==> src/rtl/snn_pkg.sv <==
// Shared types and helpers for the spiking-network event path.
// Holds the AER event record, address sizing and drop-counter width.
package snn_pkg;

  localparam int DROP_W = 16;

  function automatic int addr_w(input int n);
    return (n > 1) ? $clog2(n) : 1;
  endfunction

  localparam int AER_ADDR_W = addr_w(16);
  localparam int AER_TS_W   = 8;

  typedef struct packed {
    logic [AER_ADDR_W-1:0] addr;
    logic [AER_TS_W-1:0]   ts;
  } aer_event_t;

endpackage

==> src/rtl/aer_fifo.sv <==
// Synchronous event FIFO with registered full/empty flags.
// Head is read straight from storage so it is stable until popped.
module aer_fifo
  import snn_pkg::*;
#(
  parameter int  DEPTH = 8,
  parameter type T     = aer_event_t
) (
  input  logic clk_i,
  input  logic rst_ni,
  input  logic push_i,
  input  T     push_data_i,
  input  logic pop_i,
  output T     head_o,
  output logic full_o,
  output logic empty_o
);

  localparam int PW = $clog2(DEPTH);

  T             r_mem [DEPTH];
  logic [PW-1:0] r_wptr;
  logic [PW-1:0] r_rptr;
  logic [PW:0]   r_cnt;
  logic          r_full;
  logic          r_empty;

  logic        w_push;
  logic        w_pop;
  logic [PW:0] w_cnt_nxt;

  assign w_push  = push_i & ~r_full;
  assign w_pop   = pop_i & ~r_empty;
  assign w_cnt_nxt = r_cnt
                   + {{PW{1'b0}}, w_push}
                   - {{PW{1'b0}}, w_pop};

  assign head_o  = r_mem[r_rptr];
  assign full_o  = r_full;
  assign empty_o = r_empty;

  // Storage, pointers and occupancy flags.
  always_ff @(posedge clk_i or negedge rst_ni) begin
    if (!rst_ni) begin
      for (int i = 0; i < DEPTH; i++) r_mem[i] <= '0;
      r_wptr  <= '0;
      r_rptr  <= '0;
      r_cnt   <= '0;
      r_full  <= 1'b0;
      r_empty <= 1'b1;
    end else begin
      if (w_push) begin
        r_mem[r_wptr] <= push_data_i;
        r_wptr        <= r_wptr + PW'(1);
      end
      if (w_pop) r_rptr <= r_rptr + PW'(1);
      r_cnt   <= w_cnt_nxt;
      r_full  <= (w_cnt_nxt == (PW+1)'(DEPTH));
      r_empty <= (w_cnt_nxt == '0);
    end
  end

endmodule

==> src/rtl/aer_encoder.sv <==
// Address-event encoder: latches spikes, arbitrates round-robin,
// tags each event with its timestep and queues it for the consumer.
module aer_encoder
  import snn_pkg::*;
#(
  parameter int N_NEURONS  = 16,
  parameter int FIFO_DEPTH = 8,
  parameter int TS_W       = 8
) (
  input  logic                         clk_i,
  input  logic                         rst_ni,
  input  logic [N_NEURONS-1:0]         spike_i,
  input  logic                         step_i,
  output logic                         aer_valid_o,
  input  logic                         aer_ready_i,
  output logic [$clog2(N_NEURONS)-1:0] aer_addr_o,
  output logic [TS_W-1:0]              aer_ts_o,
  output logic [DROP_W-1:0]            drop_cnt_o,
  output logic                         fifo_full_o
);

  localparam int AW = addr_w(N_NEURONS);

  typedef struct packed {
    logic [AW-1:0]   addr;
    logic [TS_W-1:0] ts;
  } evt_t;

  logic [N_NEURONS-1:0] r_pend;
  logic [TS_W-1:0]      r_tag [N_NEURONS];
  logic [AW-1:0]        r_ptr;
  logic [TS_W-1:0]      r_ts;
  logic [DROP_W-1:0]    r_drop;

  logic                 w_full;
  logic                 w_empty;
  logic                 w_gnt;
  logic [AW-1:0]        w_gidx;
  logic [N_NEURONS-1:0] w_gvec;
  logic [31:0]          w_dsum;
  logic [DROP_W-1:0]    w_drop_nxt;
  evt_t                 w_push_evt;
  evt_t                 w_head;

  // Round-robin pick of the first pending bit at or after r_ptr.
  always_comb begin
    int j;
    j      = 0;
    w_gnt  = 1'b0;
    w_gidx = '0;
    w_gvec = '0;
    for (int i = 0; i < N_NEURONS; i++) begin
      j = int'(r_ptr) + i;
      if (j >= N_NEURONS) j = j - N_NEURONS;
      if (!w_gnt && !w_full && r_pend[j]) begin
        w_gnt     = 1'b1;
        w_gidx    = AW'(j);
        w_gvec[j] = 1'b1;
      end
    end
  end

  // Count spikes that collide with an ungranted pending bit.
  always_comb begin
    w_dsum = 32'(r_drop);
    for (int n = 0; n < N_NEURONS; n++) begin
      if (spike_i[n] && r_pend[n] && !w_gvec[n]) w_dsum = w_dsum + 32'd1;
    end
    w_drop_nxt = (w_dsum > 32'hFFFF) ? {DROP_W{1'b1}} : w_dsum[DROP_W-1:0];
  end

  assign w_push_evt.addr = w_gidx;
  assign w_push_evt.ts   = r_tag[w_gidx];

  // Pending bits, timestamps, arbiter pointer, timestep, drop counter.
  always_ff @(posedge clk_i or negedge rst_ni) begin
    if (!rst_ni) begin
      r_pend <= '0;
      for (int n = 0; n < N_NEURONS; n++) r_tag[n] <= '0;
      r_ptr  <= '0;
      r_ts   <= '0;
      r_drop <= '0;
    end else begin
      for (int n = 0; n < N_NEURONS; n++) begin
        r_pend[n] <= (r_pend[n] & ~w_gvec[n]) | spike_i[n];
        if (spike_i[n] && (!r_pend[n] || w_gvec[n])) r_tag[n] <= r_ts;
      end
      if (w_gnt) begin
        r_ptr <= (int'(w_gidx) == N_NEURONS-1) ? '0 : w_gidx + AW'(1);
      end
      if (step_i) r_ts <= r_ts + TS_W'(1);
      r_drop <= w_drop_nxt;
    end
  end

  aer_fifo #(
    .DEPTH (FIFO_DEPTH),
    .T     (evt_t)
  ) u_fifo (
    .clk_i       (clk_i),
    .rst_ni      (rst_ni),
    .push_i      (w_gnt),
    .push_data_i (w_push_evt),
    .pop_i       (aer_ready_i),
    .head_o      (w_head),
    .full_o      (w_full),
    .empty_o     (w_empty)
  );

  assign aer_valid_o = ~w_empty;
  assign fifo_full_o = w_full;
  assign drop_cnt_o  = r_drop;
  assign aer_addr_o  = w_head.addr;
  assign aer_ts_o    = w_head.ts;

endmodule

==> config.mk <==
export PLATFORM = sky130hd
export DESIGN_NAME = aer_encoder
export DESIGN_NICKNAME = d
export VERILOG_FILES = /design/src/rtl/snn_pkg.sv /design/src/rtl/aer_fifo.sv /design/src/rtl/aer_encoder.sv
export SDC_FILE = /design/constraint.sdc
export NUM_CORES = 1
export LEC_CHECK = 0
export BUFFER_PORTS_ARGS = -buffer_cell sky130_fd_sc_hd__buf_2
export CORE_MARGIN = 2
export CORE_UTILIZATION = 65
export CTS_CLUSTER_SIZE = 10
export DETAILED_ROUTE_END_ITERATION = 10
export PLACE_DENSITY = 0.82
export SLEW_MARGIN = 15
export SYNTH_ARGS = -nofsm -noshare
export SYNTH_HDL_FRONTEND = slang
export SYNTH_SLANG_ARGS = --single-unit
==> constraint.sdc <==
create_clock -name clk_i -period 15.65 [get_ports clk_i]
set_clock_uncertainty 0.15 [all_clocks]
set_input_delay 1.565 -clock clk_i [delete_from_list [all_inputs] [get_ports clk_i]]
set_output_delay 1.565 -clock clk_i [all_outputs]
set_load 0.03 [all_outputs]
* Word level (Yosys, flattened, before mapping)
Index checks and enable logic that the tools add are counted.
** Storage, ports and cells
- Bits in registers :: 280
- Bits in latches :: 0
- RAM bits :: 0
- Memory bits (read-only) :: 0
- Bits of input ports :: 20
- Output and inout bits :: 30
- Logic and storage cells :: 551
- Memories :: 0
** Operators by class
- Add/subtract/negate cells :: 53
- Multiply operators :: 0
- Div/mod/pow operators :: 0
- Order comparisons :: 53
- Equality and inequality tests :: 2
- Shift operators :: 0
- Multiplexer cells :: 171
- Bitwise logic cells :: 70
- Reduce and logical (&&, ||, !) cells :: 161
** Operator list (number)
- two-way mux 32 bit :: 31
- >= comparator 32 x 1 -> 1 bit (second input constant) :: 16
- < comparator 32 x 6 -> 1 bit (second input constant) :: 16
- adder 32 x 1 -> 32 bit (second input constant) :: 15
- two-way mux 16 bit :: 17
- bitwise OR 16 bit :: 15
- bitwise mux 96 bit :: 1
- logical AND 1 bit :: 96
- subtractor 5 x 5 -> 6 bit (second input constant) :: 15
- >= comparator 5 bit (second input constant) :: 16
- two-way mux 4 bit :: 17
- binary-select mux 1 bit (select 4 bit) :: 16
- demux 1 bit (select 4 bit) :: 16
- two-way mux 1 bit :: 64
- logical NOT 1 bit :: 48
- adder 4 x 4 -> 5 bit (second input constant) :: 8
- binary-select mux 12 bit (select 3 bit) :: 1
- demux 12 bit (select 3 bit) :: 1
- two-way mux 12 bit :: 3
- binary-select mux 8 bit (select 4 bit) :: 1
- > comparator 32 x 16 -> 1 bit (second input constant) :: 1
- adder 4 x 3 -> 5 bit (second input constant) :: 4
- AND 1 bit :: 18
- NOT 1 bit :: 18
- 21 further kinds :: 56

* Depth between registers and ports, before layout
- Depth after elaboration :: 102
- Gate-level depth with buffers :: 72
- Gate-level depth less buffers :: 65

* Modules after synthesis
A second synthesis with hierarchy kept.
** Unflattened totals
- Cell total of the unflattened synthesis :: 2621
- Area total of the unflattened synthesis :: 24822.6 µm²
** By module, submodules not included
- aer_encoder :: times used 1, cells each 2320, area each 19824.0 µm², sequential area each 4304.1 µm²
- aer_fifo :: times used 1, cells each 301, area each 4998.5 µm², sequential area each 2703.8 µm²

* Least setup slack after synthesis
OpenSTA, ideal clock, no wires.
- Path kind :: flip-flop to flip-flop
- Start point :: reg r_ptr[0]
- End point :: reg r_drop[3], in the netlist drop_cnt_o[3]
- Data arrival time :: 14228 ps
- Required time :: 15435 ps
- Path slack :: 1207 ps
- Stages on the path, launching flop included :: 70
- Clock period less this slack :: 14443 ps
- Cells stage by stage :: dfrtp_1 buf_6 buf_8 buf_6 inv_1 ha_1 buf_6 xnor2_2 mux4_2 nor3_4 or3_4 nor3_4 nand3_4 o31ai_2 a2111oi_2 nand3_1 nand2_1 ha_1 [... 34 more ...] ha_1 nand2_1 nor4_1 nor3_1 a211o_1 o211a_1 or4_1 nor4_1 nor3_1 or2_1 clkbuf_1 nand4bb_1 or4_4 or3_4 a211oi_4 a41oi_4 buf_6 nand2_1
** Between the ends
- Cells in the longest elaborated chain, start to end :: 102
- Elaborated cells between the ends (all ways) :: 348
- Those cells by class :: 46 x add/sub; 49 x order compare; 144 x mux; 15 x bitwise; 94 x reduce/logical
** Ends and longest elaborated chain
- start, declared :: line aer_encoder.sv:31 : logic [AW-1:0] r_ptr;
- start signal, assigned :: line aer_encoder.sv:89 : r_ptr <= (int'(w_gidx) == N_NEURONS-1) ? '0 : w_gidx + AW'(1);
- branches (longest 66 deep; another with subtractor 5 x 5 -> 6 bit)
- two-way mux 16 bit (*) :: line aer_encoder.sv:55 : if (!w_gnt && !w_full && r_pend[j]) begin
- logical NOT 1 bit :: line aer_encoder.sv:67 : if (spike_i[n] && r_pend[n] && !w_gvec[n]) w_dsum = w_dsum + 32'd1;
- logical AND 1 bit :: line aer_encoder.sv:67
- two-way mux 17 bit :: line aer_encoder.sv:67
- adder 32 x 1 -> 32 bit :: line aer_encoder.sv:67
- two-way mux 32 bit :: line aer_encoder.sv:67
- adder 32 x 1 -> 32 bit :: line aer_encoder.sv:67
- [... 22 more ...]
- two-way mux 32 bit :: line aer_encoder.sv:67
- adder 32 x 1 -> 32 bit :: line aer_encoder.sv:67
- two-way mux 32 bit :: line aer_encoder.sv:67
- adder 32 x 1 -> 32 bit :: line aer_encoder.sv:67
- two-way mux 32 bit (*) :: line aer_encoder.sv:67
- > comparator 32 x 16 -> 1 bit :: line aer_encoder.sv:69 : w_drop_nxt = (w_dsum > 32'hFFFF) ? {DROP_W{1'b1}} : w_dsum[DROP_W-1:0];
- two-way mux 16 bit (*) :: line aer_encoder.sv:69
- named net w_drop_nxt[3] :: line aer_encoder.sv:41 : logic [DROP_W-1:0] w_drop_nxt;
- end signal, assigned :: line aer_encoder.sv:92 : r_drop <= w_drop_nxt;
- end, declared :: line aer_encoder.sv:33 : logic [DROP_W-1:0] r_drop;
Mark *: on every way through the listed nets, which the timed path passes. The select of a mux whose other input is x is not followed.
A chain may end at the register's enable or synchronous reset.

* Final worst setup path
- Start point :: reg r_ptr[0]
- End point :: reg r_drop[14], in the netlist drop_cnt_o[14]
Same word-level chain as after synthesis.

==> impl_metrics.json <==
{
  "port_buffers": 49,
  "rrSetupSlack_ns": 0.54,
  "min_period_ns": 15.11,
  "synth_cells": 2747,
  "yosys_warnings": 0,
  "io-pin-count": 50,
  "grt_pass1_vias": 23800,
  "hold_class": "reg2reg",
  "crit_slowest_cell": "mux4_2",
  "grt_pass1_wl_mm": 138.2,
  "endpoint_kind": "flop",
  "crit_path_end": "drop_cnt_o[14]",
  "via_count": 24280,
  "gp_congestion": 1.056,
  "synth_top_area_share_pct": 28.13,
  "overflow": 0,
  "numCtsBuffers": 34,
  "critical_path_class": "reg2reg",
  "clock.fmax_mhz": 66.18,
  "die_w_um": 199.4,
  "cp.required_ns": 15.94,
  "startpoint_type": "flop",
  "via_per_inst": 7.391,
  "fin_crit_sh_pct": 96.56,
  "cts_root_buf": "clkbuf_16",
  "cts_sinks": 280,
  "synthesis.nets": 2810,
  "synth_common_cells": "nand2_1, dfrtp_1, mux2_2",
  "area_growth_syn_to_layout_pct": 8.152,
  "drc_errors": 1,
  "start_util_pct": 65.89,
  "tightest_slew_ns": 1.201,
  "ys_seq_area_share_pct": 28.24,
  "cts_tree": "built",
  "detail-route-antenna-nets": 0,
  "critPathMaxFanout": 16,
  "cpPeakStageDelay_ns": 0.56,
  "whs_ns": 0.3342,
  "postCtsHoldBufs": 0,
  "die_h_um": 199.4,
  "drt-initial-drc-count": 2920,
  "cap_violations": 0,
  "routedWlPerCell_um": 27.44,
  "tns_ns": 0,
  "synth_area_um2": 24820,
  "drive_above_1_share_pct": 23.25,
  "cpMostUsedCell": "ha_1",
  "layout_setup_ws_ns": 0.5390,
  "worstSkewPairLatency_ns": 0.52,
  "rsz0062_at_grt": "no",
  "arrival_ns": 15.40,
  "reg2reg_to": "drop_cnt_o[14]",
  "die_area_um2": 39760,
  "critPathLaunch": "r_ptr[0]",
  "async_flop_share_pct": 100.0,
  "avgSynthCellArea_um2": 9.035,
  "clockBufferDepth": 3,
  "htreeDepth": 2,
  "antenna_found_initial": 2,
  "hold_viol": 0,
  "dpl_worst_slack_ns": -0.3238,
  "yosysTopAreaCell": "dfrtp_1",
  "synth_area_leaders": "dfrtp_1, mux2_2, xnor2_1",
  "finalSetupViolCount": 0,
  "rows": 71,
  "hpwl_mm": 61.75,
  "track_usage_pct": 45.34,
  "core_area_um2": 37670,
  "dominantRegCellSynth": "dfrtp_1",
  "violations": "design-rule violations",
  "r2r_cells": 63,
  "max-slew-margin-rel_pct": 19.97,
  "r2r_start": "r_ptr[0]",
  "finalWirelength_mm": 90.14,
  "synth_edf_count": 0,
  "drtPass1Iterations": 10,
  "grt_max_degree": 114,
  "post_synth_num_cell_types": 145,
  "ys_ff_latch": 280,
  "clk_pin_slew_ns": 0.05,
  "slew_viol_final": 0,
  "yosysMostFrequentCell": "nand2_1",
  "fin_nets": 2825,
  "status": "finished with violations"
}
==> final cells by class <==
cell class	instances	area (µm²)
sequential	280	7014
tap	511	639.4
multi-input combinational	2253	17040
clock inverter	4	66.31
fill	2704	10820
clock buffer	40	894.6
antenna	4	10.01
timing repair buffer	134	952.2
inverter	59	221.5
==> metal layers <==
layer  wire [µm]  GRT usage [%]  vias up
met4        5705          23.98        0
li1            -              -    10240
met5           0              0        -
met1       32990          57.35    11670
met3       10670          10.94      488
met2       40770          72.27     1882
==> flip-flops by register name, indices dropped and copies added (netlist names) <==
| register | cells |
|---|---|
| drop_cnt_o | 16 |
| r_pend | 16 |
| r_ptr | 4 |
| r_tag | 128 |
| r_ts | 8 |
| u_fifo.empty_o | 1 |
| u_fifo.full_o | 1 |
| u_fifo.r_cnt | 4 |
| u_fifo.r_mem | 96 |
| u_fifo.r_rptr | 3 |
| u_fifo.r_wptr | 3 |
==> through the flow <==
step,instances,utilization [%],cell area [µm²]
6_report,3285,71.26,26840
5_1_grt,3281,71.24,26830
2_1_floorplan,2747,-,24820
4_1_cts,3260,70.21,26450
3_5_place_dp,3215,67.52,25430
3_3_place_gp,3215,67.52,25430
==> cells by family after synthesis <==
logic type | count (synthesis) | synth area share [%]
flops | 280 | 28.24
xor+xnor | 208 | 8.555
compound gates | 575 | 17.05
simple gates | 1099 | 23.18
mux | 328 | 16.72
fa+ha+maj | 43 | 2.198
buf+inv | 214 | 4.063
==> worst max-delay path, delay by kind of cell (launching register included) <==
kind                       cells  cell delay (ns)
and+or+nand+nor               24             5.23
adders and majority gates     12             3.44
AOI/OAI and AO/OA             15             3.04
muxes                          6             1.97
buffers and inverters          5             0.53
DFF                            1             0.50
xor gates and xnor gates       1             0.13
==> worst min path at each step <==
stage	from	slack (ns)	end	cells after the start
finish	u_fifo.r_mem[59]	0.33	u_fifo.r_mem[59]	2
global route	u_fifo.r_mem[51]	0.36	u_fifo.r_mem[51]	1
CTS	u_fifo.r_mem[59]	0.34	u_fifo.r_mem[59]	2
detailed placement	u_fifo.r_mem[56]	0.33	u_fifo.r_mem[56]	2
global placement	u_fifo.r_mem[20]	0.31	u_fifo.r_mem[20]	2
floorplan	u_fifo.r_mem[20]	0.29	u_fifo.r_mem[20]	2
==> layout by cell type (no fill, tap or decap), drive strengths merged, types with 45 or more instances in the layout <==
cell    netlist  routed
nor2        211     211
nor3        106     106
mux2        247     247
a31oi        45      45
inv          57      59
nand2       310     310
o21ai       109     109
a211oi       54      54
dfrtp       279     279
and2         64      64
nand3       116     116
xnor2       151     151
a21oi       104     104
xor2         50      50
buf          57     133
nor4         46      46
==> what timing repair did <==
item / CTS / global route
cloned: 0 / 1
buffers inserted: 1 / 20
pin swaps: 1 / 8
resized for setup: 7 / 40
setup endpoints to repair: 16 / 16
Power is left out: the tool's default activity adds up to more than one toggle a clock period on the data nets, which glitch-free logic cannot reach.
